[config.mk]
export PLATFORM = sky130hd
export DESIGN_NAME = tx_uart_flat
export DESIGN_NICKNAME = d
export VERILOG_FILES = /design/src/rtl/uart_pkg.sv /design/src/rtl/tx_uart_if.sv /design/src/rtl/tx_uart_fifo.sv /design/src/rtl/tx_uart.sv /design/src/flat_wrapper.sv
export SDC_FILE = /design/constraint.sdc
export NUM_CORES = 1
export LEC_CHECK = 0
export BUFFER_PORTS_ARGS = -buffer_cell sky130_fd_sc_hd__clkbuf_2
export CORE_ASPECT_RATIO = 0.7
export CORE_MARGIN = 2
export CORE_UTILIZATION = 35
export CTS_CLUSTER_SIZE = 12
export DETAILED_ROUTE_END_ITERATION = 16
export MAX_ROUTING_LAYER = met4
export PLACE_DENSITY = 0.53
export SYNTH_ARGS = -nofsm -noshare
export SYNTH_HDL_FRONTEND = slang
export SYNTH_SLANG_ARGS = --single-unit
[constraint.sdc]
create_clock -name clk -period 4.2 [get_ports clk]
set_input_delay 0.84 -clock clk [delete_from_list [all_inputs] [get_ports clk]]
set_output_delay 0.84 -clock clk [all_outputs]
set_load 0.005 [all_outputs]
[src/rtl/uart_pkg.sv]
// Shared UART definitions: transmitter state encoding, idle line level and
// the default baud divisor used by both the receiver and the transmitter.
package uart_pkg;

  localparam logic [2:0] ST_IDLE   = 3'd0;
  localparam logic [2:0] ST_START  = 3'd1;
  localparam logic [2:0] ST_DATA   = 3'd2;
  localparam logic [2:0] ST_PARITY = 3'd3;
  localparam logic [2:0] ST_STOP   = 3'd4;

  localparam logic LINE_IDLE = 1'b1;

  // 100 MHz system clock at 115200 baud
  localparam int CLOCKS_PER_BAUD_DEFAULT = 868;

endpackage

[src/rtl/tx_uart_if.sv]
// Valid/ready byte handshake from the fabric into the UART transmitter.
interface tx_uart_if #(
  parameter int DW = 8
);

  logic          i_valid;
  logic [DW-1:0] i_data;
  logic          o_ready;

  modport master (output i_valid, output i_data, input o_ready);
  modport slave  (input i_valid, input i_data, output o_ready);

endinterface

[src/rtl/tx_uart_fifo.sv]
// Small input FIFO for the UART transmitter; same-cycle push and pop allowed
// at any occupancy, ready is registered from the next-cycle occupancy.
module tx_uart_fifo #(
  parameter int DW         = 8,
  parameter int FIFO_DEPTH = 4
) (
  input  logic                          clk,
  input  logic                          i_reset,
  input  logic                          push,
  input  logic [DW-1:0]                 push_data,
  input  logic                          pop,
  output logic [DW-1:0]                 pop_data,
  output logic                          full,
  output logic                          empty,
  output logic                          ready,
  output logic [$clog2(FIFO_DEPTH):0]   count
);

  localparam int AW = $clog2(FIFO_DEPTH);
  localparam logic [AW:0] FULL_COUNT = (AW+1)'(FIFO_DEPTH);

  logic [DW-1:0] mem [FIFO_DEPTH];
  logic [AW-1:0] wr_ptr;
  logic [AW-1:0] rd_ptr;
  logic [AW:0]   count_next;

  always_comb begin
    count_next = count;
    if (push && !pop) begin
      count_next = count + 1'b1;
    end else if (pop && !push) begin
      count_next = count - 1'b1;
    end
  end

  // Ready looks at the next occupancy so a push into the last slot drops it in time
  always_ff @(posedge clk or posedge i_reset) begin
    if (i_reset) begin
      wr_ptr <= '0;
      rd_ptr <= '0;
      count  <= '0;
      ready  <= 1'b0;
    end else begin
      if (push) begin
        wr_ptr <= wr_ptr + 1'b1;
      end
      if (pop) begin
        rd_ptr <= rd_ptr + 1'b1;
      end
      count <= count_next;
      ready <= (count_next != FULL_COUNT);
    end
  end

  always_ff @(posedge clk) begin
    if (push) begin
      mem[wr_ptr] <= push_data;
    end
  end

  assign pop_data = mem[rd_ptr];
  assign full     = (count == FULL_COUNT);
  assign empty    = (count == '0);

endmodule

[src/rtl/tx_uart.sv]
// UART transmitter: FIFO-buffered bytes serialised 8N1, LSB first.
// Define TX_UART_PARITY_EN to insert an even-parity bit after the data bits.
module tx_uart
  import uart_pkg::*;
#(
  parameter int DW              = 8,
  parameter int TIMER_BITS      = 32,
  parameter int CLOCKS_PER_BAUD = CLOCKS_PER_BAUD_DEFAULT,
  parameter int FIFO_DEPTH      = 4,
  parameter int STOP_BITS       = 1
) (
  input  logic                         clk,
  input  logic                         i_reset,
  tx_uart_if.slave                     bus,
  output logic                         o_busy,
  output logic [$clog2(FIFO_DEPTH):0]  o_fifo_count,
  output logic                         uart_rxd_out
);

  localparam int IW = $clog2(DW);
  localparam logic [TIMER_BITS-1:0] BAUD_RELOAD = TIMER_BITS'(CLOCKS_PER_BAUD - 1);
  localparam logic [IW-1:0] LAST_DATA = IW'(DW - 1);
  localparam logic [IW-1:0] LAST_STOP = IW'(STOP_BITS - 1);

  logic [2:0]            state;
  logic [TIMER_BITS-1:0] baud_cnt;
  logic [IW-1:0]         bit_idx;
  logic [DW-1:0]         shift_q;
  logic                  parity_q;
  logic                  line_q;

  logic                  baud_done;
  logic                  fifo_push;
  logic                  fifo_pop;
  logic                  fifo_full;
  logic                  fifo_empty;
  logic                  fifo_ready;
  logic [DW-1:0]         fifo_data;

  assign baud_done = (baud_cnt == '0);
  assign fifo_push = bus.i_valid && fifo_ready && !fifo_full;
  // Pop when idle, or on the last stop-bit cycle so the next start bit follows with no gap
  assign fifo_pop  = !fifo_empty &&
                     ((state == ST_IDLE) ||
                      (state == ST_STOP && baud_done && bit_idx == LAST_STOP));

  assign bus.o_ready  = fifo_ready;
  assign o_busy       = (state != ST_IDLE) || !fifo_empty;
  assign uart_rxd_out = line_q;

  tx_uart_fifo #(
    .DW         (DW),
    .FIFO_DEPTH (FIFO_DEPTH)
  ) u_fifo (
    .clk       (clk),
    .i_reset   (i_reset),
    .push      (fifo_push),
    .push_data (bus.i_data),
    .pop       (fifo_pop),
    .pop_data  (fifo_data),
    .full      (fifo_full),
    .empty     (fifo_empty),
    .ready     (fifo_ready),
    .count     (o_fifo_count)
  );

  always_ff @(posedge clk or posedge i_reset) begin
    if (i_reset) begin
      state    <= ST_IDLE;
      baud_cnt <= BAUD_RELOAD;
      bit_idx  <= '0;
      shift_q  <= '0;
      parity_q <= 1'b0;
      line_q   <= LINE_IDLE;
    end else begin
      if (fifo_pop) begin
        shift_q  <= fifo_data;
        parity_q <= ^fifo_data;
      end
      case (state)
        ST_IDLE: begin
          line_q   <= LINE_IDLE;
          baud_cnt <= BAUD_RELOAD;
          bit_idx  <= '0;
          if (fifo_pop) begin
            state  <= ST_START;
            line_q <= 1'b0;
          end
        end
        ST_START: begin
          if (baud_done) begin
            state    <= ST_DATA;
            line_q   <= shift_q[0];
            bit_idx  <= '0;
            baud_cnt <= BAUD_RELOAD;
          end else begin
            baud_cnt <= baud_cnt - 1'b1;
          end
        end
        ST_DATA: begin
          if (baud_done) begin
            baud_cnt <= BAUD_RELOAD;
            if (bit_idx == LAST_DATA) begin
              bit_idx <= '0;
`ifdef TX_UART_PARITY_EN
              state   <= ST_PARITY;
              line_q  <= parity_q;
`else
              state   <= ST_STOP;
              line_q  <= LINE_IDLE;
`endif
            end else begin
              bit_idx <= bit_idx + 1'b1;
              shift_q <= shift_q >> 1;
              line_q  <= shift_q[1];
            end
          end else begin
            baud_cnt <= baud_cnt - 1'b1;
          end
        end
        ST_PARITY: begin
          line_q <= parity_q;
          if (baud_done) begin
            state    <= ST_STOP;
            line_q   <= LINE_IDLE;
            bit_idx  <= '0;
            baud_cnt <= BAUD_RELOAD;
          end else begin
            baud_cnt <= baud_cnt - 1'b1;
          end
        end
        ST_STOP: begin
          if (baud_done) begin
            baud_cnt <= BAUD_RELOAD;
            if (bit_idx == LAST_STOP) begin
              bit_idx <= '0;
              if (fifo_pop) begin
                state  <= ST_START;
                line_q <= 1'b0;
              end else begin
                state  <= ST_IDLE;
                line_q <= LINE_IDLE;
              end
            end else begin
              bit_idx <= bit_idx + 1'b1;
            end
          end else begin
            baud_cnt <= baud_cnt - 1'b1;
          end
        end
        default: begin
          state  <= ST_IDLE;
          line_q <= LINE_IDLE;
        end
      endcase
    end
  end

endmodule
[src/flat_wrapper.sv]
// flat-port wrapper written by rule: the top's interface ports become plain ports
module tx_uart_flat import uart_pkg::*;
#(
  parameter int DW              = 8,
  parameter int TIMER_BITS      = 32,
  parameter int CLOCKS_PER_BAUD = CLOCKS_PER_BAUD_DEFAULT,
  parameter int FIFO_DEPTH      = 4,
  parameter int STOP_BITS       = 1
)
  (clk, i_reset, o_busy, o_fifo_count, uart_rxd_out, bus_i_valid, bus_i_data, bus_o_ready);
  tx_uart_if #(.DW(DW)) bus_i ();
  input  logic clk;
  input  logic i_reset;
  output logic o_busy;
  output logic [$clog2(FIFO_DEPTH):0] o_fifo_count;
  output logic uart_rxd_out;
  input wire logic [$bits(bus_i.i_valid)-1:0] bus_i_valid;
  input wire logic [$bits(bus_i.i_data)-1:0] bus_i_data;
  output wire logic [$bits(bus_i.o_ready)-1:0] bus_o_ready;
  assign bus_i.i_valid = bus_i_valid;
  assign bus_i.i_data = bus_i_data;
  assign bus_o_ready = bus_i.o_ready;
  tx_uart #(.DW(DW), .TIMER_BITS(TIMER_BITS), .CLOCKS_PER_BAUD(CLOCKS_PER_BAUD), .FIFO_DEPTH(FIFO_DEPTH), .STOP_BITS(STOP_BITS)) u_core (.clk(clk), .i_reset(i_reset), .bus(bus_i), .o_busy(o_busy), .o_fifo_count(o_fifo_count), .uart_rxd_out(uart_rxd_out));
endmodule
### Word-level counts from Yosys, hierarchy flattened

Memories as Yosys holds them, arrays and structs flattened.
Index checks and enable logic that the tools add are counted.

* register bits: 56
* memory bits (writable): 32
* input bits: 11
* output and inout bits: 6
* word-level logic and storage cells: 91
* memories: 1

* $add $sub $neg: 6
* eq/ne operators: 15
* multiplexer cells: 33
* reductions and logical operators: 26

Memory list
* u_core.u_fifo.mem: words 4, bits a word 8, rd ports 1, clocked after memory_dff 0, wr ports 1, RTL line tx_uart_fifo.sv:22 `logic [DW-1:0] mem [FIFO_DEPTH];`

Operators by type and width (number)
* 32-bit case mux with 2 select lines: 1
* 3-bit two-way mux: 14
* 32-bit logical NOT: 1
* 32-bit two-way mux: 1
* 8-bit two-way mux: 4
* 32-bit by 1-bit subtractor with 32-bit output (second input constant): 1
* 3-bit case mux with 5 select lines: 1
* 2-bit by 1-bit != test with 1-bit output (second input constant): 6
* 3-bit case mux with 4 select lines: 1
* 1-bit two-way mux: 10
* 3-bit == test (second input constant): 3
* 3-bit logical NOT: 3
* 4-bit AND reduction: 2
* 8-bit parity: 1
* 1-bit logical AND: 7
* 7-bit AND reduction: 1
* 3-bit by 1-bit adder with 3-bit output (second input constant): 2
* 3-bit by 2-bit == test with 1-bit output (second input constant): 2
* 1-bit case mux with 5 select lines: 1
* 2-bit by 1-bit adder with 2-bit output (second input constant): 2
* 1-bit logical NOT: 4
* 2-bit != test (second input constant): 2
* 4-bit nonzero test: 1
* 4-bit OR reduction: 1
* other kinds (7): 8

### Longest topological paths before layout

* depth after elaboration: 9
* depth in mapped cells: 10
* mapped depth without buffers: 9

### Cells and area by module

A second synthesis with hierarchy kept.

* cells, all modules: 379
* area total of the unflattened synthesis: 4468.0 µm²

Modules (own cells, without submodules)
* tx_uart: instances 1, cells each 287, area an instance 2788.9 µm²
* tx_uart_fifo: instances 1, cells each 92, area an instance 1679.1 µm²

### Least setup slack after synthesis

Ideal clock, no wire load.

* path kind: register -> register
* start point: register u_core.baud_cnt[15]
* end point: register u_core.u_fifo.ready
* library setup time: 120 ps
* arrival: 2473 ps
* required time: 4080 ps
* slack: 1608 ps
* stages on the path, launching flop included: 8
* period minus slack after synthesis: 2592 ps
* path through: dfrtp_1 > or4_4 > or2_4 > o41ai_4 > nand3_2 > a2bb2oi_1 > or3_1 > a31o_1

* longest elaborated chain between the ends: 9

Ends and longest elaborated chain
* start: declaration: RTL line tx_uart.sv:26 `logic [TIMER_BITS-1:0] baud_cnt;`
* start signal: assignment: RTL line tx_uart.sv:97 `baud_cnt <= baud_cnt - 1'b1;`
* start signal: assignment: RTL line tx_uart.sv:118 `baud_cnt <= baud_cnt - 1'b1;`
* start signal: assignment: RTL line tx_uart.sv:129 `baud_cnt <= baud_cnt - 1'b1;`
* 32-bit logical NOT (*): RTL line tx_uart.sv:40 `assign baud_done = (baud_cnt == '0);`
* 1-bit logical AND (*) (2 in a row): RTL line tx_uart.sv:45 `(state == ST_STOP && baud_done && bit_idx == LAST_STOP));`
* 1-bit logical OR (*): RTL line tx_uart.sv:44 `((state == ST_IDLE) ||`
* 1-bit logical AND (*): RTL line tx_uart.sv:43 `assign fifo_pop = !fifo_empty &&`
* 1-bit logical AND / 1-bit logical NOT (equally long branches): RTL line tx_uart_fifo.sv:31, tx_uart_fifo.sv:29
* 3-bit two-way mux / 1-bit logical AND (equally long branches): RTL line tx_uart_fifo.sv:31, tx_uart_fifo.sv:29
* 3-bit two-way mux (*): RTL line tx_uart_fifo.sv:29 `if (push && !pop) begin`
* 3-bit != test (*): RTL line tx_uart_fifo.sv:51 `ready <= (count_next != FULL_COUNT);`
* end signal: assignment: RTL line tx_uart_fifo.sv:51
* end: declaration: RTL line tx_uart_fifo.sv:15 `output logic ready,`

Every way passes the cells marked *; elsewhere a longest branch is shown, timed or not.
A chain may end at the register's enable or synchronous reset.

### Worst setup path in the final report

* start point: register u_core.baud_cnt[24]
* end point: register u_core.line_q (netlist: u_core.uart_rxd_out)

* longest elaborated chain between the ends: 9

Ends and longest elaborated chain
* 32-bit logical NOT (*): RTL line tx_uart.sv:40
* 1-bit logical AND (2 in a row): RTL line tx_uart.sv:45
* 1-bit logical OR: RTL line tx_uart.sv:44
* 1-bit logical AND: RTL line tx_uart.sv:43
* 1-bit two-way mux: RTL line tx_uart.sv:85, tx_uart.sv:137
* 1-bit two-way mux: RTL line tx_uart.sv:135 `if (bit_idx == LAST_STOP) begin`
* 1-bit two-way mux: RTL line tx_uart.sv:133 `if (baud_done) begin`
* 1-bit case mux with 5 select lines: RTL line tx_uart.sv:80 `case (state)`
* end signal: assignment: RTL line tx_uart.sv:93 `line_q <= shift_q[0];`
* end signal: assignment: RTL line tx_uart.sv:115 `line_q <= shift_q[1];`
* end signal: assignment: RTL line tx_uart.sv:122 `line_q <= parity_q;`
* end: declaration: RTL line tx_uart.sv:30 `logic line_q;`

Every way passes the cells marked *; elsewhere a longest branch is shown, timed or not. The select of a mux whose other input is x is not followed.

==> metrics.txt <==
Critical Path Source Type register; status complete, no violations; via count 2671; DR pass1 iterations 4; Crit Path Category reg2reg; total of max-cap violations 0; # Post-CTS Setup Buffers 0; Die Wd 134.5 µm; max-slew violation count 0; num rows 33; commonest non-fill, non-tap cell in the layout dfrtp_1; htree depth 3; CP top delay family simple AND/OR/NAND/NOR gates; endpoint type of the worst setup path register; DRC Markers 0; post_cts resized 0; core area 0.01169 mm²; P_leak 1.985 nW; layout cells sized above 1 15.64%; max incr delay on CP 680 ps; number of vias per cell 4.883; post-synth net total 389; hold_buf cts 0; Setup violations, final 0; CTS tree yes; post-place instance area 0.004424 mm²; clock tree sinks 88; die footprint 0.01282 mm²; Die Y-Extent 95.34 µm; register area share after synthesis 56.84%; Hold Crit Class reg2reg; DPL Wire Length 5581 µm; drt wl/cell 14.24 µm; vias in the first global route 2557; Root Buffer clkbuf_16; drt total wl 7792 µm; Starting Density 35.70%; Hold Fails Final Rpt 0; fin crit period 3147 ps; WP data arrival 3410 ps; Yosys reg bits 88; ys async rst share 63.64%; initial antenna violation count 0; setup TNS 0 ps; Clock transition at path regs 70 ps; Nets 407; Hold WS 493.6 ps; PwrDens 450.1 mW/mm²; cell area after synthesis 0.004172 mm²; Final Cell Area 0.004731 mm²; fmax 0.3178 GHz; CP Data Required Time 4470 ps; Worst Path Buf+Inv 0; Synth cell types 51; RSZ-0062 raised after global routing false; Total Routing Usage GR 13.89%; Num CTS Buffers 9; Port-buffer cells 16; n_diodes 0; Syn. warnings 0; Max IR drop VDD 0.0002376 V; largest net degree at the start of global routing 36; global-route wire length before repair 13230 µm; Tot Pwr 2.129 mW; placed cell count 531; area grow syn2layout 13.41%; Mapped Cells 367; clock latency on the worst-skew pair 340 ps; Clock Skews 9.698 ps; clk buf depth 2; Mapped Avg Cell Area 11.37 µm²; Final Non-Filler Cells 547; most used flip-flop cell after synthesis dfrtp_1; number of flops mapped to enable cells by yosys 32; most frequent cells in the layout 49 x dfrtp_1, 47 x nor2_1, 36 x nand2_1; crit path cell chain nor4_1 > nand4_2 > o41ai_4 > nand2_1 > a21oi_1 > a31oi_1 > mux2_2; gpl congestion 0.7792; Slew HR 48.58%; 1st-iter DRT viols 181; IO Count 17; slowest CP cell nor4_1; DRT antenna net count 0; crit-path max FO 14; slew of the pin with the lowest slew margin 770.2 ps; Final period util 74.92%; total grt overflow 0
==> final timing paths <==
| kind | start | endpoint | slack (ps) | depth (start not counted) |
|---|---|---|---|---|
| min reg2reg | u_core.bit_idx[2] | u_core.bit_idx[2] | 490 | 2 |
| max | u_core.baud_cnt[24] | u_core.uart_rxd_out | 1050 | 7 |
| max in group asynchronous | i_reset | u_core.baud_cnt[5] | 2750 | 3 |
| max reg2reg | u_core.baud_cnt[24] | u_core.uart_rxd_out | 1050 | 7 |
| min | u_core.bit_idx[2] | u_core.bit_idx[2] | 490 | 2 |
| min in group asynchronous | i_reset | u_core.bit_idx[1] | 620 | 2 |
==> final cells by class <==
type,count,area (µm²)
flip-flops and latches,88,2371
clock inverters,7,81.33
repair buffers,19,102.6
inverters,14,52.55
fillers,1113,6954
multi-input cells,253,1702
well taps,157,196.4
clock buffers,9,225.2
==> synthesized netlist by cell type, types with 6 or more instances <==
| library cell | n | area (µm²) |
|---|---|---|
| edfxtp_1 | 32 | 960.9 |
| mux2i_1 | 8 | 80.08 |
| o21ai_0 | 17 | 85.08 |
| inv_1 | 14 | 52.55 |
| dfstp_2 | 7 | 183.9 |
| nand3_1 | 7 | 35.03 |
| xnor2_1 | 24 | 210.2 |
| nand2_1 | 36 | 135.1 |
| a21oi_1 | 17 | 85.08 |
| ha_1 | 11 | 137.6 |
| or3_1 | 6 | 37.54 |
| nor3_1 | 10 | 50.05 |
| dfrtp_1 | 49 | 1226 |
| nor4_1 | 10 | 62.56 |
| clkbuf_1 | 9 | 33.78 |
| mux4_2 | 8 | 180.2 |
| nor2_1 | 47 | 176.4 |
| xor2_1 | 8 | 70.07 |
==> worst reg2reg max path: stages (launching register included) <==
cell and delay [ps]:
dfrtp_1 430, nor4_1 680, nand4_2 290, o41ai_4 530
nand2_1 510, a21oi_1 270, a31oi_1 70, mux2_2 280
==> logic make-up after synthesis <==
family | after synthesis | share of synthesized area (%)
muxes | 17 | 6.509
and+or+nand+nor | 140 | 16.32
adders and majority gates | 11 | 3.299
DFF | 88 | 56.84
buffers and inverters | 26 | 2.369
AOI/OAI and AO/OA | 53 | 7.949
xor gates and xnor gates | 32 | 6.719
==> stage by stage <==
step	worst slack [ps]	utilization (%)
2_1_floorplan	1608	-
3_3_place_gp	1144	37.86
3_5_place_dp	1040	37.86
4_1_cts	995.9	40.49
5_1_grt	694.3	40.49
6_report	1053	40.49
==> layer usage <==
layer	vias up	global-route usage [%]	wire length, µm
met5	-	-	0
met1	1270	20.63	4231
li1	1338	-	-
met4	0	5.088	127
met3	9	3.402	380
met2	54	18.07	3053
==> sequential cells by signal, indices dropped and copies added, names as in the netlist <==
name / flops
u_core.baud_cnt: 32
u_core.u_fifo.mem: 32
u_core.shift_q: 8
u_core.bit_idx: 3
u_core.state: 3
u_core.u_fifo.count: 3
u_core.u_fifo.rd_ptr: 2
u_core.u_fifo.wr_ptr: 2
u_core.parity_q: 1
u_core.u_fifo.ready: 1
u_core.uart_rxd_out: 1
==> power breakdown <==
group / internal, mW / switching (mW)
logic: 0.128 / 0.170
registers: 0.984 / 0.0443
clock network: 0.425 / 0.377
No activity file was read; power rests on OpenSTA's default activity.
